### src/rtl/instr_fetch_ctrl_pkg.sv
// rtl/instr_fetch_ctrl_pkg.sv - shared types for the fetch controller (FAULT state only with FETCH_MISALIGN_TRAP_EN)
package instr_fetch_ctrl_pkg;

    localparam int INSTR_BYTES = 4;

    typedef logic [63:0] addr_t;
    typedef logic [31:0] instr_t;

`ifdef FETCH_MISALIGN_TRAP_EN
    typedef enum logic [1:0] {IDLE, FETCH, HALT, FAULT} fetch_state_t;
`else
    typedef enum logic [1:0] {IDLE, FETCH, HALT} fetch_state_t;
`endif

endpackage

### src/rtl/instr_fetch_ctrl_buffer.sv
// rtl/instr_fetch_ctrl_buffer.sv - two-entry {pc, instr} FIFO with flush
module fetch_buffer
    import instr_fetch_ctrl_pkg::*;
(
    input  logic       clk,
    input  logic       rst,
    input  logic       flush,
    input  logic       push,
    input  addr_t      push_pc,
    input  instr_t     push_instr,
    input  logic       pop,
    output logic       out_valid,
    output addr_t      head_pc,
    output instr_t     head_instr,
    output logic [1:0] count
);

    addr_t  pc_mem    [2];
    instr_t instr_mem [2];
    logic   wr_ptr;
    logic   rd_ptr;
    logic   do_push;
    logic   do_pop;

    // A full buffer still accepts a push when the head leaves on the same edge
    assign do_pop     = pop && (count != 2'd0);
    assign do_push    = push && ((count != 2'd2) || do_pop);
    assign out_valid  = (count != 2'd0);
    assign head_pc    = pc_mem[rd_ptr];
    assign head_instr = instr_mem[rd_ptr];

    // Storage, pointers and occupancy; flush wins over push/pop
    always_ff @(posedge clk or posedge rst) begin
        if (rst) begin
            pc_mem[0]    <= '0;
            pc_mem[1]    <= '0;
            instr_mem[0] <= '0;
            instr_mem[1] <= '0;
            wr_ptr       <= 1'b0;
            rd_ptr       <= 1'b0;
            count        <= 2'd0;
        end else if (flush) begin
            wr_ptr <= 1'b0;
            rd_ptr <= 1'b0;
            count  <= 2'd0;
        end else begin
            if (do_push) begin
                pc_mem[wr_ptr]    <= push_pc;
                instr_mem[wr_ptr] <= push_instr;
                wr_ptr            <= ~wr_ptr;
            end
            if (do_pop) begin
                rd_ptr <= ~rd_ptr;
            end
            case ({do_push, do_pop})
                2'b10:   count <= count + 2'd1;
                2'b01:   count <= count - 2'd1;
                default: count <= count;
            endcase
        end
    end

endmodule

### src/rtl/instr_fetch_ctrl.sv
// rtl/instr_fetch_ctrl.sv - instruction fetch FSM and pc; FETCH_MISALIGN_TRAP_EN adds the misaligned-redirect trap
module instr_fetch_ctrl
    import instr_fetch_ctrl_pkg::*;
#(
    parameter logic [63:0] RESET_PC  = 64'd0,
    parameter int          MEM_BYTES = 12
)
(
    input  logic        clk,
    input  logic        reset,
    input  logic        start,
    input  logic        redirect_valid,
    input  logic [63:0] redirect_pc,
    output logic [63:0] inst_address,
    input  logic [31:0] instruction_in,
    output logic        out_valid,
    input  logic        out_ready,
    output logic [31:0] out_instr,
    output logic [63:0] out_pc,
    output logic        halted
`ifdef FETCH_MISALIGN_TRAP_EN
    ,
    output logic        fault
`endif
);

    localparam addr_t STEP       = addr_t'(INSTR_BYTES);
    localparam addr_t MEM_LIMIT  = addr_t'(MEM_BYTES);
    localparam addr_t ALIGN_MASK = STEP - 64'd1;

    fetch_state_t state;
    addr_t        pc;
    addr_t        pc_inc;
    logic [1:0]   count;
    logic         in_range;
    logic         pop;
    logic         push;
    logic         take_redirect;
    logic         trap;

    assign inst_address = pc;
    assign pc_inc       = pc + STEP;
    assign in_range     = (pc_inc <= MEM_LIMIT);

`ifdef FETCH_MISALIGN_TRAP_EN
    // Once trapped, redirects are ignored until reset
    assign take_redirect = redirect_valid && (state != FAULT);
    assign trap          = take_redirect && ((redirect_pc & ALIGN_MASK) != 64'd0);
`else
    assign take_redirect = redirect_valid;
    assign trap          = 1'b0;
`endif

    // A redirect cycle neither consumes nor produces an instruction
    assign pop    = out_valid && out_ready && !redirect_valid;
    assign push   = (state == FETCH) && in_range && !redirect_valid
                    && ((count != 2'd2) || pop);
    assign halted = (state == HALT) && (count == 2'd0);

    fetch_buffer u_fetch_buffer (
        .clk        (clk),
        .rst        (reset),
        .flush      (take_redirect),
        .push       (push),
        .push_pc    (pc),
        .push_instr (instruction_in),
        .pop        (pop),
        .out_valid  (out_valid),
        .head_pc    (out_pc),
        .head_instr (out_instr),
        .count      (count)
    );

    // Fetch sequencing: start, redirect, pc advance and end-of-memory halt
    always_ff @(posedge clk or posedge reset) begin
        if (reset) begin
            state <= IDLE;
            pc    <= RESET_PC;
`ifdef FETCH_MISALIGN_TRAP_EN
            fault <= 1'b0;
`endif
        end else if (take_redirect) begin
            if (trap) begin
`ifdef FETCH_MISALIGN_TRAP_EN
                state <= FAULT;
                fault <= 1'b1;
`endif
            end else begin
                state <= FETCH;
                pc    <= redirect_pc & ~ALIGN_MASK;
            end
        end else begin
            case (state)
                IDLE: begin
                    if (start) begin
                        state <= FETCH;
                    end
                end
                FETCH: begin
                    if (push) begin
                        pc <= pc_inc;
                        if ((pc_inc + STEP) > MEM_LIMIT) begin
                            state <= HALT;
                        end
                    end else if (!in_range) begin
                        state <= HALT;
                    end
                end
                default: begin
                    state <= state;
                end
            endcase
        end
    end

endmodule
### config.mk
export PLATFORM = sky130hd
export DESIGN_NAME = instr_fetch_ctrl
export DESIGN_NICKNAME = d
export VERILOG_FILES = /design/src/rtl/instr_fetch_ctrl_pkg.sv /design/src/rtl/instr_fetch_ctrl_buffer.sv /design/src/rtl/instr_fetch_ctrl.sv
export SDC_FILE = /design/constraint.sdc
export NUM_CORES = 1
export LEC_CHECK = 0
export BUFFER_PORTS_ARGS = -buffer_cell sky130_fd_sc_hd__buf_4
export CAP_MARGIN = 20
export CORE_MARGIN = 2
export CORE_UTILIZATION = 27
export CTS_BUF_LIST = sky130_fd_sc_hd__clkbuf_4 sky130_fd_sc_hd__clkbuf_8 sky130_fd_sc_hd__clkbuf_16
export DETAILED_ROUTE_END_ITERATION = 7
export HOLD_SLACK_MARGIN = 0.15
export PLACE_DENSITY = 0.5
export SETUP_SLACK_MARGIN = 0.02
export SLEW_MARGIN = 0
export SYNTH_ARGS = -nofsm -noshare
export SYNTH_HDL_FRONTEND = slang
export SYNTH_SLANG_ARGS = --single-unit
### constraint.sdc
create_clock -name clk -period 12.1 [get_ports clk]
set_input_delay 0 -clock clk [delete_from_list [all_inputs] [get_ports clk]]
set_output_delay 0 -clock clk [all_outputs]
set_load 0.01 [all_outputs]
# After elaboration in Yosys (flattened, before gate mapping)
# Cells that the tools add are included.
# Widths: inputs -> output; s select.
[classes]
n_reduce_logical = 24
n_mux = 27
bitwise = 5
n_eq_ne = 8
n_mul = 0
add_sub_neg = 4
div = 0
shift = 0
magnitude_cmp = 5
[ops]
columns = ["operator", "n"]
rows = [
  ["$mux 64", 7],
  ["$add 64x3->64 const B", 2],
  ["$bwmux 128", 1],
  ["$mux 32", 4],
  ["$bwmux 64", 1],
  ["$demux 64 s1", 1],
  ["$gt 64x4->1 const B", 1],
  ["$le 64x4->1 const B", 1],
  ["$demux 32 s1", 1],
  ["$mux 2", 6],
  ["$reduce_bool 2->1", 5],
  ["$logic_and 1x1->1", 9],
  ["$pmux 2 s2", 2],
  ["$reduce_bool 3->1", 2],
  ["$eq 2x1->1 const B", 2],
  ["$eq 2x2->1 const B", 2],
  ["$ge 2x2->1 const B", 2],
  ["$logic_not 2->1", 2],
  ["$mux 1", 4],
  ["$ne 4x3->1 const B", 1],
  ["$ne 4x4->1 const B", 1],
  ["$not 1->2", 2],
  ["$reduce_and 2->1", 2],
  ["$reduce_and 4->1", 1],
  ["8 further kinds", 11],
]
[totals]
mem_count = 0
latch_bits = 0
input_bits = 101
ram_bits = 0
word_cells = 82
regBits = 262
out_inout_bits = 162
rom_bits = 0

# Depth between registers and ports, before layout
[depth]
ltp_word = 9
mapped_depth = 17

# By module
# Synthesis repeated with hierarchy kept, for this count alone.
[unflattened]
cells_unflattened = 1221
hier_area_um2 = 13660.6
[modules_own_cells]
columns = ["module", "n_inst", "area_per_inst_um2", "cells_each", "seq_area_each_um2"]
rows = [
  ["fetch_buffer", 1, 8560.7, 538, 4904.7],
  ["instr_fetch_ctrl", 1, 5099.9, 683, 1601.5],
]

# Least setup slack after synthesis
# Ideal clock, no wire load.
[synth_path]
path_type = "flip-flop to flip-flop"
start = "reg pc[2] (netlist: inst_address[2])"
end = "reg u_fetch_buffer.pc_mem[79] (netlist name)"
stages_incl_launch_ff = 17
synth_period_minus_slack_ns = 3.999
t_arrival_ns = 3.881
setup_slack_ns = 8.101
path_buffers = 5
setup_time_ns = 0.118
path_cell_list = "dfrtp_1 ha_1 and4_1 clkbuf_1 nand4_1 clkbuf_1 nor2_1 nor4b_1 xnor2_1 nor4_1 o21ai_0 nor4_4 nand2b_1 clkbuf_1 buf_2 buf_2 a21o_1"
[synth_between]
elab_chain_cells = 7
[synth_rtl]
columns = ["element", "line", "source"]
rows = [
  ["from (decl)", "instr_fetch_ctrl.sv:32", "addr_t pc;"],
  ["from (signal assigned)", "instr_fetch_ctrl.sv:90", "pc <= redirect_pc & ~ALIGN_MASK;"],
  ["from (signal assigned)", "instr_fetch_ctrl.sv:101", "pc <= pc_inc;"],
  ["$add 64x3->64", "instr_fetch_ctrl.sv:42", "assign pc_inc = pc + STEP;"],
  ["$le 64x4->1", "instr_fetch_ctrl.sv:43", "assign in_range = (pc_inc <= MEM_LIMIT);"],
  ["$logic_and 1x1->1 (2 in a row)", "instr_fetch_ctrl.sv:56", "assign push = (state == FETCH) && in_range && !redirect_valid"],
  ["$logic_and 1x1->1", "instr_fetch_ctrl.sv:57", "&& ((count != 2'd2) || pop);"],
  ["$logic_and 1x1->1", "instr_fetch_ctrl_buffer.sv:27", "assign do_push = push && ((count != 2'd2) || do_pop);"],
  ["$reduce_and 2->1 (no source line)", "-", ""],
  ["to (signal, indexed assignment)", "instr_fetch_ctrl_buffer.sv:48", "pc_mem[wr_ptr] <= push_pc;"],
  ["to (decl)", "instr_fetch_ctrl_buffer.sv:18", "addr_t pc_mem [2];"],
]
# Every way passes these cells.
# A chain may end at the register's enable or synchronous reset.

# Worst setup path in the final report
[layout_path]
start = "reg pc[2] (netlist: inst_address[2])"
end = "reg u_fetch_buffer.pc_mem[23] (netlist name)"
# Same word-level chain as after synthesis.

==> impl_metrics.tcl <==
set metrics [dict create \
    status "complete, no violations" \
    endpoint_kind "register" \
    cts_htree_levels 1 \
    layoutNonFillerInstCount 2399 \
    grt_pass1_wl_um 70700 \
    crit_path_max_fanout 58 \
    path_clk_slew_ns 0.06 \
    synth_edf_count 0 \
    synthFlopType "dfrtp_1" \
    timing.rr.start "inst_address[2]$_DFFE_PP0N_" \
    skew_ns 0.0284 \
    tritoncts "yes" \
    numCtsBuffers 31 \
    drv_slew 0 \
    clk-insertion-delay-late_ns 0.60 \
    synthCells 1311 \
    fmax_mhz 171 \
    grt_max_degree 120 \
    layout.cells.most_common_list "buf_4, dfrtp_1, dlygate4sd3_1" \
    gp_congestion 0.916 \
    critical_path_class "reg2reg" \
    r2r_end "u_fetch_buffer.pc_mem[23]$_DFFE_PP0P_" \
    setup_tns_ns 0 \
    crit_required_ns 12.62 \
    drtIter0Drc 790 \
    worst_slew_pin_slew_ns 0.940 \
    min_period_ns 5.85 \
    synth_area_leaders "dfrtp_1, mux2_2, a21o_1, o31ai_1, xnor2_1" \
    grt_antenna_before_repair 0 \
    hold_depth 4 \
    synth.distinct_cells 66 \
    synth_compound_area_share_pct 15.3 \
    hold_path_class "in2reg" \
    fin_crit_sh_pct 48.3 \
    ys_warn_count 0 \
    synth_top_family_by_area "compound AO/OA/AOI/OAI gates" \
    first_pass_iters 5 \
    final_common_cell "buf_4" \
    arrival_ns 6.36 \
    yosysSeqAreaShare_pct 46.6 \
    yosys.area_share.simple_pct 14.3 \
    synth.area.mux_share_pct 14.4 \
    synthAdderAreaFrac_pct 0.364 \
    drc 0 \
    grt_usage_pct 16.5 \
    wl_per_cell_um 18.4 \
    initial_core_util_pct 27.4 \
    place_inst 2155 \
    drive_above_1_share_pct 30.2 \
    maxSlewHeadroom_pct 37.3 \
    die_h_um 230 \
    leakagePower_nw 9.62 \
    cap_viol_max_count 0 \
    hpwlAfterDp_um 28900 \
    synth.top_cell.area_share_pct 46.6 \
    vias 12000 \
    vias_per_cell 4.99 \
    ioPinCount 263 \
    cts_buffer_depth 3 \
    synth_top_area_cell "dfrtp_1" \
    wl_um 44200 \
    ant_nets 0 \
    clock_sinks 256 \
    powerDensity_mw_per_mm2 114 \
    reg2reg_depth 13 \
    setup_viol 0 \
    io_buffers 256 \
    rsz0062_at_grt "no" \
    ys_seq_elements 256 \
    nets 1810 \
    overflow 0 \
    ys_async_sr_fraction_pct 100 \
    syn2layout_area_growth_pct 39.7 \
    seqCellArea_mm2 0.00641 \
    start_kind "register" \
    multiInputGateArea_mm2 0.00664 \
    reg2reg_slack_ns 6.25 \
    die_x_um 230 \
    max-vdd-ir-drop_uv 115 \
    dieArea_mm2 0.0527 \
    hold_start "redirect_pc[46]" \
    hold_violations 0 \
    min_to "inst_address[46]$_DFFE_PP0N_" \
    num_rows 82 \
    grt_pass1_vias 12300 \
    syn_avg_cell_area_um2 10.5 \
    synthesis.area_mm2 0.0137 \
    nFillCells 4951 \
    coreArea_mm2 0.0502 \
    synth_xor_xnor_area_share_pct 3.76 \
    cts-root-buf "clkbuf_16" \
]
==> power by group <==
| part | leakage, nW | internal, mW | switching, mW |
|---|---|---|---|
| Combinational | 5.62 | 0.134 | 0.131 |
| Clock | 0.552 | 0.628 | 0.382 |
| Sequential | 3.46 | 0.875 | 0.0457 |
==> through the flow <==
step	utilization [%]	worst slack (ns)	hold slack [ns]	area (µm²)	total power, mW
floorplan	-	5.06	0.119	13800	1.04
global placement	32.2	6.28	0.203	16200	1.14
detailed placement	32.2	6.26	0.211	16200	1.15
CTS	38.2	6.24	0.151	19100	2.23
global route	38.3	5.90	0.159	19200	2.30
finish	38.3	6.25	0.174	19200	2.20
==> cell type report <==
class | count | area share [%]
Clock buffer | 43 | 4.74
Antenna cell | 1 | 0.0130
Clock inverter | 11 | 1.03
Tap cell | 672 | 4.38
Multi-Input combinational cell | 893 | 34.6
Inverter | 65 | 1.31
Sequential cell | 256 | 33.4
Timing Repair Buffer | 458 | 20.6
==> cell usage after synthesis, types with 33 or more instances <==
| cell | number |
|---|---|
| o31ai_1 | 67 |
| nor4_1 | 40 |
| mux2_2 | 173 |
| dfrtp_1 | 256 |
| xnor2_1 | 50 |
| nand4_1 | 39 |
| inv_1 | 65 |
| nand3_1 | 37 |
| nand2_1 | 108 |
| nor2_1 | 34 |
| clkbuf_1 | 52 |
| a21o_1 | 119 |
| buf_2 | 33 |
==> worst max path at each step <==
stage	cells after the start	startpoint	end	slack, ns
final	13	inst_address[2]$_DFFE_PP0N_	u_fetch_buffer.pc_mem[23]$_DFFE_PP0P_	6.25
after detailed placement	13	inst_address[2]$_DFFE_PP0N_	u_fetch_buffer.pc_mem[38]$_DFFE_PP0P_	6.26
after floorplan	1	reset	inst_address[10]$_DFFE_PP0N_	5.06
after CTS	13	inst_address[2]$_DFFE_PP0N_	u_fetch_buffer.pc_mem[38]$_DFFE_PP0P_	6.24
after global placement	13	inst_address[3]$_DFFE_PP0N_	u_fetch_buffer.pc_mem[59]$_DFFE_PP0P_	6.28
after global routing	13	inst_address[2]$_DFFE_PP0N_	u_fetch_buffer.pc_mem[26]$_DFFE_PP0P_	5.90
==> worst max-delay path: stages (launching register included) <==
cell,delay (ns)
dfrtp_1,0.57
ha_1,0.32
and4_1,0.39
nand4_1,0.56
nor4_1,0.89
mux2i_1,0.33
o2bb2ai_1,0.09
nor4_1,0.37
nand4_1,0.32
nor4b_2,0.34
buf_4,0.54
and2_2,0.24
buf_4,0.60
a21o_1,0.14
==> repair_timing <==
action	CTS	global route
resized for setup	0	0
hold buffers	187	0
endpoints found under the hold margin	250	0
setup buffers	0	0
==> state kept, by name (all words and copies together), names as in the netlist <==
register / count
u_fetch_buffer.pc_mem: 124
u_fetch_buffer.count: 2
inst_address: 62
u_fetch_buffer.wr_ptr: 1
u_fetch_buffer.instr_mem: 64
state: 2
u_fetch_buffer.rd_ptr: 1
==> cell families (layout without fill, tap and decap cells) <==
group / count (synthesis) / in the layout
AO/OA/AOI/OAI: 287 / 287
AND/OR/NAND/NOR: 363 / 363
flip-flops: 256 / 256
adder cells (fa/ha/maj): 4 / 4
XOR/XNOR: 59 / 59
other: 1 / 5
buffers and inverters: 165 / 577
multiplexers: 176 / 176
==> per-layer routing <==
layer	vias to the layer above	GRT usage, %	part of all wire [%]
met5	-	0	0
met4	0	4.12	2.0
li1	5571	-	-
met3	60	3.32	6.8
met2	331	26.6	46
met1	6002	22.7	46
(Power assumes the default switching activity.)
